$ cat config.mk
export PLATFORM = sky130hd
export DESIGN_NAME = seg7_to_bcd_monitor
export DESIGN_NICKNAME = d
export VERILOG_FILES = /design/src/rtl/seg7_to_bcd_monitor.sv
export SDC_FILE = /design/constraint.sdc
export NUM_CORES = 1
export LEC_CHECK = 0
export ABC_AREA = 1
export CORE_MARGIN = 5
export CORE_UTILIZATION = 45
export DETAILED_ROUTE_END_ITERATION = 8
export GPL_ROUTABILITY_DRIVEN = 0
export PLACE_DENSITY = 0.67
export SYNTH_ARGS = -nofsm -noshare
export SYNTH_HDL_FRONTEND = slang
export SYNTH_SLANG_ARGS = --single-unit
$ cat constraint.sdc
create_clock -name clk -period 2.7 [get_ports clk]
set_clock_uncertainty 0.05 [all_clocks]
set_input_delay 0.27 -clock clk [delete_from_list [all_inputs] [get_ports clk]]
set_output_delay 0.27 -clock clk [all_outputs]
set_load 0.05 [all_outputs]
$ cat src/rtl/seg7_to_bcd_monitor.sv
`default_nettype none
// ============================================================================
// Module   : seg7_to_bcd_monitor
// Brief    : Recovers BCD digits from an active-low 7-segment pattern, with a
//            glitch filter, valid/ready reporting and an illegal-pattern count.
// Revision : 1.0 - initial release
// ============================================================================
module seg7_to_bcd_monitor #(
    parameter int STABLE_CYCLES = 4,
    parameter int ERR_W         = 8
) (
    input  logic             clk,
    input  logic             rst_n,
    input  logic [6:0]       seg_in,
    input  logic             seg_enable,
    input  logic             bcd_ready,
    output logic [3:0]       bcd_out,
    output logic             bcd_valid,
    output logic             err_pulse,
    output logic [ERR_W-1:0] err_count
);

    typedef enum logic [0:0] {
        TRACK   = 1'b0,
        PRESENT = 1'b1
    } state_t;

    localparam logic [3:0]       STABLE_MAX = 4'(STABLE_CYCLES);
    localparam logic [6:0]       SEG_BLANK  = 7'b1111111;
    localparam logic [ERR_W-1:0] ERR_MAX    = '1;

    state_t     state;
    logic [6:0] seg_q;
    logic [6:0] last_rep;
    logic [3:0] cnt;

    logic       dec_legal;
    logic [3:0] dec_digit;
    logic       report_hit;

    // Segment order is a..g from bit6 down to bit0, lit when low.
    always_comb begin
        dec_legal = 1'b1;
        dec_digit = 4'hF;
        case (seg_q)
            7'b0000001: dec_digit = 4'd0;
            7'b1001111: dec_digit = 4'd1;
            7'b0010010: dec_digit = 4'd2;
            7'b0000110: dec_digit = 4'd3;
            7'b1001100: dec_digit = 4'd4;
            7'b0100100: dec_digit = 4'd5;
            7'b0100000: dec_digit = 4'd6;
            7'b0001111: dec_digit = 4'd7;
            7'b0000000: dec_digit = 4'd8;
            7'b0000100: dec_digit = 4'd9;
            SEG_BLANK:  dec_digit = 4'hF;
            default:    dec_legal = 1'b0;
        endcase
    end

    assign report_hit = (cnt == STABLE_MAX) && (seg_q != last_rep);

    always_ff @(posedge clk or negedge rst_n) begin
        if (!rst_n) begin
            state     <= TRACK;
            seg_q     <= SEG_BLANK;
            last_rep  <= SEG_BLANK;
            cnt       <= 4'd0;
            bcd_out   <= 4'hF;
            bcd_valid <= 1'b0;
            err_pulse <= 1'b0;
            err_count <= '0;
        end else begin
            err_pulse <= 1'b0;

            // The stability filter keeps running while a digit is presented.
            if (!seg_enable) begin
                cnt <= 4'd0;
            end else if (seg_in != seg_q) begin
                seg_q <= seg_in;
                cnt   <= 4'd1;
            end else if (cnt != STABLE_MAX) begin
                cnt <= cnt + 4'd1;
            end

            case (state)
                TRACK: begin
                    if (report_hit) begin
                        last_rep <= seg_q;
                        if (dec_legal) begin
                            bcd_out   <= dec_digit;
                            bcd_valid <= 1'b1;
                            state     <= PRESENT;
                        end else begin
                            err_pulse <= 1'b1;
                            if (err_count != ERR_MAX) begin
                                err_count <= err_count + 1'b1;
                            end
                        end
                    end
                end
                PRESENT: begin
                    if (bcd_ready) begin
                        bcd_valid <= 1'b0;
                        state     <= TRACK;
                    end
                end
                default: state <= TRACK;
            endcase
        end
    end

endmodule
`default_nettype wire
**Word-level counts from Yosys, hierarchy flattened**

Cells that the tools add are included.

- Flip-flop bits (word level): 33
- Bits in latches: 0
- Memory bits (writable): 0
- ROM bits: 0
- Bits of input ports: 11
- Output and inout port bits: 14
- Logic and storage cells: 55
- Memories: 0

- Add/subtract/negate cells: 2
- Multiply operators: 0
- Div/mod/pow operators: 0
- Magnitude comparators: 0
- Equal/unequal tests: 19
- Shift-type cells: 0
- Multiplexer cells: 16
- Bitwise operators: 2
- Reductions and logical operators: 8

Operators with widths:

| operator | count |
|---|---|
| $pmux 4 s10 | 1 |
| $eq 7x7->1 const B | 3 |
| $eq 7x3->1 const B | 2 |
| $eq 7x6->1 const B | 2 |
| $ne 7x7->1 | 2 |
| $mux 4 | 3 |
| $reduce_or 11->1 | 1 |
| $mux 1 | 10 |
| $add 8x1->8 const B | 1 |
| $ne 8x8->1 const B | 1 |
| $eq 7x1->1 const B | 1 |
| $eq 7x4->1 const B | 1 |
| $eq 7x5->1 const B | 1 |
| $logic_not 7->1 | 1 |
| $ne 2x2->1 const B | 3 |
| $reduce_and 3->1 | 2 |
| $add 4x1->4 const B | 1 |
| $eq 4x3->1 const B | 1 |
| $ne 4x3->1 const B | 1 |
| $pmux 1 s2 | 2 |
| $reduce_and 2->1 | 2 |
| $reduce_and 4->1 | 1 |
| $ne 3x1->1 const B | 1 |
| $not 1->1 | 2 |
| $logic_and 1x1->1 | 1 |

**Logic depth before layout (Yosys ltp)**

- Depth in word-level cells: 6
- Mapped depth: 14
- Depth with buffers taken out: 12

**Worst setup path before layout**

No wires, ideal clock.

- Path kind: reg2reg
- Start: reg err_count[0]
- End: reg err_count[5]
- Data arrival time: 1.827 ns
- Data required time: 2.584 ns
- Slack: 0.757 ns
- Stages on the path, launching flop included: 8
- Path buffers: 0
- Clock period less this slack: 1.943 ns
- Path through: dfrtp_1 > ha_1 > nand3_1 > nor2_1 > nand4_1 > nand3_4 > nand2_1 > nand2_1

- Word-level cells in the longest chain between the ends: 2
- Elaborated cells on any way between the ends: 3
- Those cells by class: 1 x add/sub; 1 x eq/ne; 1 x reduce/logical

RTL lines:

| what | line | source |
|---|---|---|
| start: declaration | 20 | `output logic [ERR_W-1:0] err_count` |
| start signal: assignment | 97 | `err_count <= err_count + 1'b1;` |
| parallel branches: the longest is 2 deep, another holds $add 8x1->8 | - |  |

Parallel ways; which one is timed is not known.
A chain may end at the register's enable or synchronous reset.

**Worst setup path in the final report**

- Start: reg bcd_out[0]
- End: out bcd_out[0]

RTL lines:

| what | line | source |
|---|---|---|
| start: declaration | 17 | `output logic [3:0] bcd_out,` |
| start signal: assignment | 91 | `bcd_out <= dec_digit;` |

No word-level cell between the ends.

==> reports/summary.txt <==
Sink Count: 33
Crit path buf inv count: 1
Tot GR Track Use: 0.143
Relative slew slack: 0.666
Vias in the first global route: 1548
Ys async rst share: 1.00
Unique masters post-synth: 32
Post-synthesis area per instance: 8.34 µm²
Pwr Total: 1.06 mW
Logic pwr share: 0.132
CP arrival: 1.62 ns
Sw frac: 0.268
Period utilisation layout: 0.719
CP max stage delay: 0.80 ns
Antenna Violating Nets Remaining: 0
Area after DPL: 2330 µm²
WL final: 3980 µm
FF-to-FF End: err_count[2]
Synth-to-Final Area Change: 16.4%
Slowest cell on the critical path: clkdlybuf4s50_1
Post-DR vias/cell: 4.98
Setup slack, reg-to-reg: 0.88 ns
CP delay by family, top: buffers and inverters
Worst-margin pin slew: 0.500 ns
Port bufs: 24
Register share of total power: 0.505
Largest net degree at the start of global routing: 34
Synth warn: 0
Initial core utilization: 0.470
Internal power: 0.779 mW
P_sw: 0.286 mW
DP Cell Count: 320
Root Driver: clkbuf_8
DRC: 0
Sequential fraction of the synthesis area: 0.409
Post-synth net total: 263
Post-synth top area share: 0.228
Synthesis-stage register bit count: 33
PwrDens: 441 nW/µm²
Antenna diodes: 0
Required @ worst endpoint: 2.38 ns
Leak pwr: 1.03 nW
Layout cells sized above 1: 0.236
Post-CTS setup buffers: 0
Clock buffer depth: 2
Worst setup path class: flip-flop to output pin
CP endpoint kind: output pin
Chip width: 77.9 µm
CORE AREA: 4410 µm²
GR Overflow Total: 0
Final Worst Setup Slack: 0.758 ns
Antenna violations before repair: 0
Area leader, netlist: dfstp_2
First-pass DRT Iterations: 4
Final min period: 1.94 ns
Die height: 77.9 µm
CTS HTree Levels: 2
Hold Slack: 0.340 ns
Clock buffer count from CTS: 5
Status: finished clean
Final nets: 289
CP startpoint kind: flip-flop
Worst slack at placement: 0.750 ns
Setup TNS: 0 ns
Main synth FF type: dfstp_2
Crit Path Max Fanout: 2
Clock power share: 0.363
Via count: 1633
DR WL/cell: 12.1 µm
Post-synth EDFFs: 0
Clk Latency, worst-skew pair: 0.29 ns
Non-Filler Instances: 328
IO Count: 25
Worst VDD drop: 326 µV
Reg2reg path depth: 11
DR iter-0 viols: 70
Fin. Hold Viols: 0
Post-CTS Hold Buffers: 0
Fmax: 515 MHz
CTS tree: done
RSZ-0062 raised after global routing: false
Critical-path cell list: clkdlybuf4s50_1
Cts repair resizes: 0
# setup viols final: 0
Slew Limit Fails: 0
Max Cap Viol: 0
Worst r2r src: seg_q[4]
Area of the die: 6070 µm²
Final HPWL DP: 3060 µm
Post-Syn Area: 2080 µm²
Design area: 2420 µm²
Area contributors post-synth: dfstp_2, dfrtp_1, nand2_1
Cells after Synth: 249
Worst Hold Class: primary input to async pin
Reg clk slew, reported paths: 0.06 ns
Global-route wire length before repair: 7040 µm
Final Util: 0.547
Row count: 24
-- cell type report --
type,instances,area [µm²]
multi-input combinational,188,1080
timing repair buffer,25,248
inverter,22,87.6
clock buffer,8,90.1
tap,52,65.1
sequential,33,848
fill,411,2000
-- sequential cells by signal (all words and copies together), names as in the netlist --
signal	flops
bcd_out	4
bcd_valid	1
cnt	4
err_count	8
err_pulse	1
last_rep	7
seg_q	7
state	1
-- cells in the mapped netlist, drive strengths merged (2+ instances only) --
library cell,instances
nand2,84
nor2,34
inv,22
dfstp,18
dfrtp,15
o21ai,13
xnor2,12
nand3,11
nand4,11
a21oi,9
buf,6
xor2,6
ha,3
nor3,2
-- power groups by stage --
stage	clock, mW	combinational, mW	sequential [mW]
after floorplan	0	0.112	0.538
final	0.386	0.141	0.538
after global routing	0.427	0.160	0.541
after global placement	0	0.142	0.546
after detailed placement	0	0.142	0.546
after CTS	0.401	0.143	0.538
-- how the worst max path moves through the flow --
stage                       from      endpoint  slack (ns)  depth (start not counted)
floorplan           err_count[0]  err_count[5]        0.76                          7
CTS                   bcd_out[0]    bcd_out[0]        0.74                          1
detailed placement     seg_in[5]      seg_q[0]        0.75                          8
global route            seg_q[4]  err_count[2]        0.70                         11
finish                bcd_out[0]    bcd_out[0]        0.76                          1
global placement       seg_in[5]      seg_q[4]        0.79                          8
-- cell families (layout without fill, tap and decap cells) --
group	count (synthesis)	count (layout)	synth area share
AO/OA/AOI/OAI	24	24	0.0669
XOR/XNOR	18	18	0.0759
adder cells (fa/ha/maj)	3	3	0.0181
buffers and inverters	28	55	0.0723
flip-flops	33	33	0.409
AND/OR/NAND/NOR	143	143	0.358
-- cells in the final DEF (no fill, tap or decap) --
master	synthesis	routed
nand4_4	1	1
nor2_8	2	2
clkdlybuf4s50_1	0	24
nor2_4	5	5
buf_4	2	1
xor2_1	6	6
nand3_4	1	1
nand2_4	1	1
nor3_1	2	2
inv_1	10	10
nand2_2	9	9
clkbuf_1	0	2
nor2_2	6	6
nand3b_1	1	1
nand4_1	10	10
nand2_1	73	73
o21ai_2	1	1
clkbuf_8	0	6
xnor2_1	12	12
nor2_1	21	21
dfstp_2	18	18
o21ai_0	11	11
nand3_1	10	10
a31oi_1	1	1
nand2_8	1	1
ha_1	3	3
a21oi_1	9	9
dfrtp_1	15	15
o21bai_1	1	1
o21ai_4	1	1
inv_2	11	11
inv_6	1	1
-- routing by layer --
metal,GRT usage,vias up,part of all wire
met3,0.0313,4,0.036
met2,0.231,22,0.49
met4,0.0541,0,0.012
met5,0,-,0
li1,-,841,-
met1,0.187,766,0.46
Power figures use the tool's default switching activity.
